==> src/rtl/uart_rx_ctrl.sv <==
// UART receive controller: arms the receiver, detects frame completion on rx_rdy
// rising edges, buffers received bytes in a small FIFO and flags timeouts/overruns.
module uart_rx_ctrl #(
  parameter int DEPTH   = 4,
  parameter int TIMEOUT = 16
) (
  input  logic                       clk,
  input  logic                       rst,
  input  logic                       host_en,
  input  logic                       rx_rdy,
  input  logic [7:0]                 rx_data,
  output logic                       rx_en,
  output logic                       out_valid,
  output logic [7:0]                 out_data,
  input  logic                       out_ready,
  output logic [$clog2(DEPTH):0]     fifo_count,
  output logic                       overrun,
  output logic                       frame_err,
  input  logic                       clr_err
);

  localparam int AW = $clog2(DEPTH);
  localparam int CW = AW + 1;
  localparam int TW = $clog2(TIMEOUT);

  typedef enum logic [1:0] {IDLE, ARM, BUSY, FLUSH} state_t;

  state_t          state;
  logic            rdy_q;
  logic [TW-1:0]   timer;
  logic [7:0]      mem [DEPTH];
  logic [AW-1:0]   wr_ptr;
  logic [AW-1:0]   rd_ptr;

  logic rise, fall, capture, pop, full, push;

  assign rise    = rx_rdy & ~rdy_q;
  assign fall    = ~rx_rdy & rdy_q;
  assign capture = rise & ((state == ARM) | (state == BUSY));

  assign out_valid = (fifo_count != '0);
  assign out_data  = mem[rd_ptr];
  assign pop       = out_valid & out_ready;
  assign full      = (fifo_count == CW'(DEPTH));
  assign push      = capture & (~full | pop);

  // Reset high so a receiver holding rx_rdy across reset does not look like a new frame.
  always_ff @(posedge clk or posedge rst) begin
    if (rst) rdy_q <= 1'b1;
    else     rdy_q <= rx_rdy;
  end

  always_ff @(posedge clk or posedge rst) begin
    if (rst) begin
      state     <= IDLE;
      rx_en     <= 1'b0;
      timer     <= '0;
      frame_err <= 1'b0;
    end else begin
      // NOTE: the later non-blocking assignment in the same block wins, so a
      // timeout below overrides this clear when both happen in one cycle.
      if (clr_err) frame_err <= 1'b0;
      case (state)
        IDLE: begin
          if (host_en) begin
            state <= ARM;
            rx_en <= 1'b1;
          end
        end
        ARM: begin
          if (!host_en) begin
            state <= IDLE;
            rx_en <= 1'b0;
          end else if (fall) begin
            state <= BUSY;
            timer <= '0;
          end
        end
        BUSY: begin
          if (!host_en) begin
            state <= IDLE;
            rx_en <= 1'b0;
          end else if (rise) begin
            state <= ARM;
          end else if (timer == TW'(TIMEOUT - 1)) begin
            state     <= FLUSH;
            rx_en     <= 1'b0;
            frame_err <= 1'b1;
          end else begin
            timer <= timer + 1'b1;
          end
        end
        FLUSH: begin
          state <= host_en ? ARM : IDLE;
          rx_en <= host_en;
        end
        default: begin
          state <= IDLE;
          rx_en <= 1'b0;
        end
      endcase
    end
  end

  // NOTE: the data array carries no reset; validity is tracked by the pointers and count.
  always_ff @(posedge clk) begin
    if (push) mem[wr_ptr] <= rx_data;
  end

  always_ff @(posedge clk or posedge rst) begin
    if (rst) begin
      wr_ptr     <= '0;
      rd_ptr     <= '0;
      fifo_count <= '0;
      overrun    <= 1'b0;
    end else begin
      if (push) wr_ptr <= wr_ptr + AW'(1);
      if (pop)  rd_ptr <= rd_ptr + AW'(1);
      case ({push, pop})
        2'b10:   fifo_count <= fifo_count + CW'(1);
        2'b01:   fifo_count <= fifo_count - CW'(1);
        default: fifo_count <= fifo_count;
      endcase
      if (clr_err) overrun <= 1'b0;
      if (capture & full & ~pop) overrun <= 1'b1;
    end
  end

endmodule

==> config.mk <==
export PLATFORM = sky130hd
export DESIGN_NAME = uart_rx_ctrl
export DESIGN_NICKNAME = d
export VERILOG_FILES = /design/src/rtl/uart_rx_ctrl.sv
export SDC_FILE = /design/constraint.sdc
export NUM_CORES = 1
export LEC_CHECK = 0
export CAP_MARGIN = 20
export CORE_MARGIN = 3
export CORE_UTILIZATION = 58
export CTS_CLUSTER_DIAMETER = 40
export DETAILED_ROUTE_END_ITERATION = 12
export PLACE_DENSITY = 0.83
export REMOVE_ABC_BUFFERS = 1
export SLEW_MARGIN = 25
export SYNTH_ARGS = -nofsm -noshare
export SYNTH_HDL_FRONTEND = slang
export SYNTH_SLANG_ARGS = --single-unit
==> constraint.sdc <==
create_clock -name clk -period 3.2 [get_ports clk]
set_input_delay 0.48 -clock clk [delete_from_list [all_inputs] [get_ports clk]]
set_output_delay 0.48 -clock clk [all_outputs]
set_load 0.05 [all_outputs]
==> metrics list, run 1 <==
- Pin count of the biggest net entering global routing: 18
- The cell count after synthesis came out at between 150 and 200.
- Aggregate negative setup slack: 0 ps
- The design draws between 2 and 2.5 mW.
* Yosys reg bits: 49
- Number of nets in the finished design: 209
- Once detail routing completed, the nets flagged for antenna violations numbered 0.
* Routability-driven placement congestion ratio: ~0.9
* Worst reg2reg path depth: 8
* Async SR Flop Fraction: between 30% and 40%
- Using the TritonRoute via totals, the vias-per-cell ratio works out to ~5.8.
* Final Skew: around 5.6 ps
- Max FO, Critical Path: 10
* Switching component of the power: about 950 uW
* Combinational group share of total power: between 40% and 50%
* Highest Clock Rate: between 300 and 400 MHz
- The clock passes through at most 2 buffers.
- IO buf count: 28
- DIE HEIGHT: ~68 um
* Hold Buf Count CTS: 0
- Sequential share of the synthesized area: 62.2%
- Register-to-register path setup slack: ~800 ps
* Top-level port count: 29
- Areal power density over the cells: 868 nW/um^2
- Destination of the critical timing path: out_data[5]
- Number of violations of the max-capacitance limit: 0
* Leakage power: 0.974 nW
* Area after detailed placement: 2550 um^2
* Layout filler cell count: between 200 and 250
- Postcts setup bufs: 0
* Max transition margin: a little over half
* Critical Path RT: around 2700 ps
* Cell with the most instances after synthesis: sky130_fd_sc_hd__edfxtp_1
* Syn_area_per_cell: 14.7 um^2
- After floorplanning, the core was sized to cover around 3500 um^2.
- Cell count after placement: roughly 220
* Post-route fraction of the period consumed by the critical path: approximately 87%
* Total CTS buffers: 5
* Area growth syn-to-layout: 18.8%
- Summing all multi-input logic gate instances after layout gives just under 800 um^2.
- Setup violations remaining at the end of the flow were counted as 0.
- Layout Cell Area excl Fill: ~2600 um^2
* Resized cells post-CTS: 0
- For this configuration, the core starts out at a cell density of 63.3%.
- The biggest area contributor in the post-synthesis netlist is sky130_fd_sc_hd__edfxtp_1.
- Class of the most critical hold timing path: reg -> reg
* Most instantiated cells after synthesis: 32 x sky130_fd_sc_hd__edfxtp_1, 16 x sky130_fd_sc_hd__dfrtp_1, 11 x sky130_fd_sc_hd__inv_1
- The clock network is responsible for approximately 16% of the overall power.
- The initial antenna violation count was 0.
- Detailed-router iteration count before antenna repair: 4
- Mapped Area: 2230 um^2
- The initialized floorplan defines 21 standard-cell rows.
- For this block, the initial DRC count from the detailed router was roughly 160.
* Horizontal die dimension: roughly 68 um
* Layout cells sized above 1: 11.4%
- Total congestion overflow: 0
- Type of destination of the critical path: output pin
- CP Data Arrival Time: 2300 ps
- Maximum level of the CTS H-tree: 2
- Clock-pin transition on the worst setup and hold timing paths: 90 ps
- Measured on the finished design, the core utilization comes to around three quarters.
- Worst skew pair latency: approximately 300 ps
* Register area: 1390 um^2
- Of the total power, registers draw between 30% and 40%.
- TritonCTS built the clock tree.
- After detailed routing, the average wire length per cell comes to around 18 um.
- Global routing used between 20% and 30% of the available tracks across all layers.
- Die Area: 4620 um^2
* Nature of the critical path startpoint: flop
- Clock tree synthesis found a total of 49 sinks.
* RSZ-0062 raised after global routing: no
* Result of the run: finished, final reports clean
* Critical Path Start: rd_ptr[0]
- Net switching share of the total power: about two fifths
- In this run the critical register-to-register path is captured at fifo_count[2].
- Max-slew violation count: 0
- The final route contains around 1300 vias.
* First-pass GRT wire length: ~7 mm
* Post-synth cell types: 44
* R2R Path Start: state[0]
- Sum of net half-perimeters after detailed placement: between 3 and 4 mm
- Time the final worst path needs with I/O delays and setup: around 2800 ps
- Cell internal power was estimated by the tool at approximately 1.4 mW.
* Kind of critical path: reg -> out
* Worst supply voltage drop on vdd: between 0.6 and 0.7 mV
- In this run the clock root is driven by a sky130_fd_sc_hd__clkbuf_8.
- Drt drc: 0
- Of the post-synthesis cell area, the dominant cell type holds 43.1%.
* Final Hold Vio Count: 0
- For this run, the number of standard cells in the final layout without fillers is approximately 230.
- The final layout contains routed wiring with a total length of roughly 4.1 mm.
- At the pin with the least slew margin, the transition time is between 600 and 700 ps.
- 0 antenna diodes ended up in the layout.
- Yosys mapped a number of flops with a built-in enable equal to 32.
- By area the synthesized netlist is led by sky130_fd_sc_hd__edfxtp_1 43%, sky130_fd_sc_hd__dfrtp_1 18%, sky130_fd_sc_hd__mux4_2 8.1%.
* Vias in the first global route: about 1400
- Most used flip-flop cell after synthesis: sky130_fd_sc_hd__edfxtp_1
* Yosys synthesis warning count: 0
[sequential cells by signal, summed over array words and instances (netlist names), 2 cells and up]
name and cells:
rd_ptr 2, fifo_count 3, state 2, timer 4, wr_ptr 2, mem 32
[cell type report]
class                           instances  share of cell area (%)
Tap cell                               46                    2.17
Timing Repair Buffer                   28                    10.6
Inverter                               11                    1.56
Sequential cell                        49                    52.4
Multi-Input combinational cell         89                    29.8
Clock buffer                            5                    2.60
Clock inverter                          3                   0.945
[cell families (layout without fill, tap and decap cells)]
| group | count (synthesis) | after routing | synth area share (%) |
|---|---|---|---|
| AO/OA/AOI/OAI | 24 | 24 | 7.63 |
| multiplexers | 11 | 11 | 9.48 |
| XOR/XNOR | 5 | 5 | 1.96 |
| buffers and inverters | 14 | 47 | 2.41 |
| AND/OR/NAND/NOR | 38 | 38 | 9.76 |
| flip-flops | 49 | 49 | 62.2 |
| adder cells (fa/ha/maj) | 11 | 11 | 6.51 |
[cells in the final DEF, fill, tap and decap left out, drive strengths merged, types with 5 or more instances in the layout]
master,n
inv,13
mux4,8
clkbuf,5
nand3,7
o21ai,5
nand2,5
nor2,5
edfxtp,32
ha,10
dfrtp,16
and2,5
clkdlybuf4s50,28
[critical path, cell delays in order (launching register included)]
cell and delay [ps]:
sky130_fd_sc_hd__dfrtp_1 690, sky130_fd_sc_hd__mux4_2 580, sky130_fd_sc_hd__clkdlybuf4s50_1 720
[through the flow]
stage	hold slack [ps]	setup slack, ps
2_1_floorplan	405	1060
3_3_place_gp	473	719
3_5_place_dp	490	612
4_1_cts	511	375
5_1_grt	542	293
6_report	505	419
[worst min path at each step]
stage | depth (start not counted) | from | endpoint | slack, ps
after global placement | 1 | rx_en | rx_en | 470
after detailed placement | 1 | rx_en | rx_en | 490
after floorplan | 1 | rst | fifo_count[0] | 410
after CTS | 1 | rx_en | rx_en | 510
after global routing | 1 | rx_en | rx_en | 540
final | 1 | rx_en | rx_en | 510
[power groups by stage]
stage / Combinational, mW / Sequential [mW] / Clock, mW
floorplan: 0.636 / 0.988 / 0
global placement: 0.978 / 0.913 / 0
detailed placement: 1.02 / 0.923 / 0
CTS: 1.02 / 0.910 / 0.383
global route: 1.09 / 0.930 / 0.409
finish: 1.02 / 0.909 / 0.371
[routing by layer]
layer	track usage, %	up-vias	share of wire [%]
li1	-	639	-
met1	28.6	663	46
met2	34.3	28	49
met3	3.94	4	3.6
met4	8.93	0	1.3
met5	0	-	0
Note: power is estimated with default switching activity, not from simulation.
==> run 2: changes to the inputs <==
CELL_PAD_IN_SITES_DETAIL_PLACEMENT = 1   (was unset)
CELL_PAD_IN_SITES_GLOBAL_PLACEMENT = 2   (was unset)
CORE_UTILIZATION = 41   (was 58)
PLACE_DENSITY = unset   (was 0.83)
PLACE_DENSITY_LB_ADDON = 0.1   (was unset)
==> run 2 against run 1 <==
Effect of this change: sequential share of layout area down 0.49 points; register-to-register slack hardly changed; power shrank 0.36%; combinational power about the same; global-route usage is 5.9 points lower; flip-flop and latch count unchanged; clock-buffer cell count rose by 1; cell area up 0.94%; clock skew is 3.9 ps higher; clock power fell by 4%; critical endpoint is now out_data[6]; largest power group unchanged.
==> metrics list, run 2 (synthesis gave the netlist of run 1 again) <==
- Dividing the final minimum period by the clock period gives between 80% and 90%.
- Drt first-iter violations: between 40 and 50
- Leakage power: ~0.97 nW
- Class of the most critical hold timing path: reg -> reg
- Horizontal die dimension: roughly 80 um
- GRT Resource Usage Total: 15.4%
- Top-level port count: 29
* Max FFs per register: 32
* Registers with the most flip-flops: mem (32), timer (4), fifo_count (3)
* Number of nets in the finished design: between 200 and 250
- Critical Path RT: approximately 2700 ps
- The library cells used most frequently in the layout, excluding fill and tap cells, are 32 x sky130_fd_sc_hd__edfxtp_1, 28 x sky130_fd_sc_hd__clkdlybuf4s50_1, 16 x sky130_fd_sc_hd__dfrtp_1.
- First-pass GRT wire length: approximately 7.4 mm
- Result of the run: finished, final reports clean
- Pin count of the biggest net entering global routing: 18
* TritonCTS Sinks: slightly below 50
- Setup repair after global routing left no endpoint under its margin.
- Once detail routing completed, the nets flagged for antenna violations numbered 0.
- Combinational group share of total power: roughly 44%
* Drt drc: 0
* Worst setup margin: between 300 and 400 ps
- The placed instances occupy a cell area of around 2600 um^2.
* Hold Buf Count CTS: 0
- Clock skew on the completed layout was measured at about 9.5 ps.
- The floorplan has 26 rows.
- Cell at the root of the clock tree: sky130_fd_sc_hd__clkbuf_8
* Max FO, Critical Path: 10
- The finished cells cover approximately 2700 um^2.
- Worst supply voltage drop on vdd: 0.310 mV
- Clock-pin slew was measured on the worst setup and hold paths at around 90 ps.
- The area growth from synthesis to layout is 19.9%.
- The routed design has around 4.5 mm of wire.
- Finish-stage setup viols: 0
* Total CTS buffers: 5
* Sequential fraction of design power: around 40%
* Number of violations of the max-capacitance limit: 0
- Nature of the critical path startpoint: flop
- Before antenna repair, the detailed router went through 4 iterations.
* Clock tree from TritonCTS: done
- From bottom edge to top edge, the die measures approximately 80 um.
- The layout has around 520 filler cells.
- Max transition margin: 52.4%
- Internal Dissipation: 1.35 mW
* Vias in the first global route: between 1000 and 1500
- Routed len/inst: about 18 um
* Aggregate negative setup slack: 0 ps
- The critical path in this run is classified as reg -> out.
- Counting I/O delays and the setup requirement, the final critical path takes 2800 ps.
* Maximum level of the CTS H-tree: 2
- Initial core utilization: 43.1%
- Dividing total power by cell area gives a power density of roughly 860 nW/um^2.
* Highest Clock Rate: roughly 360 MHz
- In this run the tool buffered the top-level ports with 28 buffer cells.
* Total congestion overflow: 0
- STA classifies the critical path endpoint as an output pin.
* Number of diodes: 0
- The initial antenna violation count is 0.
- The library cell used most frequently in the layout, excluding fill and tap cells, is sky130_fd_sc_hd__edfxtp_1.
- Counting instances, the worst hold path has a depth of 1.
* Net switching share of the total power: 41.2%
* Resized cells post-CTS: 0
- Layout cells sized above 1: between 10% and 20%
- After floorplanning, the core was sized to cover between 5000 and 6000 um^2.
- Final Hold Vio Count: 0
* Worst reg2reg path depth: 8
- Clock network fraction of total power: between 10% and 20%
* Die Area: 6360 um^2
- Sum of net half-perimeters after detailed placement: approximately 3.4 mm
* Postcts setup bufs: 0
- Largest Register: mem
- Routability-driven placement congestion ratio: 0.816
- Clock latency on the worst-skew pair, taken at its later pin, is about 300 ps.
* Max-slew violation count: 0
- The clock passes through at most 2 buffers.
- Ratio of routed vias to standard cells: ~5.3
- Data arrives at the worst endpoint at between 2000 and 2500 ps.
* Switching component of the power: ~940 uW
- Total number of vias: between 1000 and 1500
- Worst Tran Pin Value: a little over 700 ps
* Placement Setup Slack: roughly 600 ps
run 2: cell types whose count changed in the layout (fill, tap and decap cells not counted), sizes merged:
cell and delta:
inv -2, clkinv +1, clkbuf +1
run 2: layout make-up:
cell class / instances / area, um^2 / area share, %
Sequential cell: 49 / 1390 / 51.9
Multi-Input combinational cell: 89 / 788 / 29.5
Timing Repair Buffer: 28 / 280 / 10.5
Tap cell: 70 / 87.6 / 3.28
Clock buffer: 6 / 72.6 / 2.71
Inverter: 11 / 41.3 / 1.54
Clock inverter: 2 / 16.3 / 0.608
run 2: through the flow:
stage                     hold WS [ps]  std cells  utilization (%)  total power, mW
after CTS                          522        255             51.7             2.32
after global placement             474        247             50.0             1.91
after floorplan                    405        149                -             1.62
after detailed placement           497        247             50.0             1.96
after global routing               547        255             51.7             2.43
final                              509        255             51.7             2.29
run 2: worst paths after layout:
check | start | to | slack [ps]
worst max-delay path | rd_ptr[0] | out_data[6] | 400
worst min-delay path | rx_en | rx_en | 510
worst max register to register | state[1] | fifo_count[2] | 820
worst min register to register | rx_en | rx_en | 510
max in group asynchronous | rst | frame_err | 2130
min in group asynchronous | rst | fifo_count[2] | 610
run 2: worst max-delay path: stages, from the launching register on:
cell	delay (ps)
sky130_fd_sc_hd__dfrtp_1	730
sky130_fd_sc_hd__mux4_2	580
sky130_fd_sc_hd__clkdlybuf4s50_1	730
run 2: metal layers:
metal	routed length, um	up-vias	part of all wire (%)	GRT usage, %
met3	154	5	3.4	2.93
met5	0	-	0	0
met1	2150	686	48	21.2
li1	-	641	-	-
met2	2160	23	48	25.2
met4	38	0	0.84	4.05
run 2: power groups by stage:
stage / clock [mW] / sequential (mW) / combinational, mW
2_1_floorplan: 0 / 0.988 / 0.636
3_3_place_gp: 0 / 0.921 / 0.994
3_5_place_dp: 0 / 0.934 / 1.02
4_1_cts: 0.371 / 0.919 / 1.03
5_1_grt: 0.393 / 0.937 / 1.10
6_report: 0.358 / 0.918 / 1.01
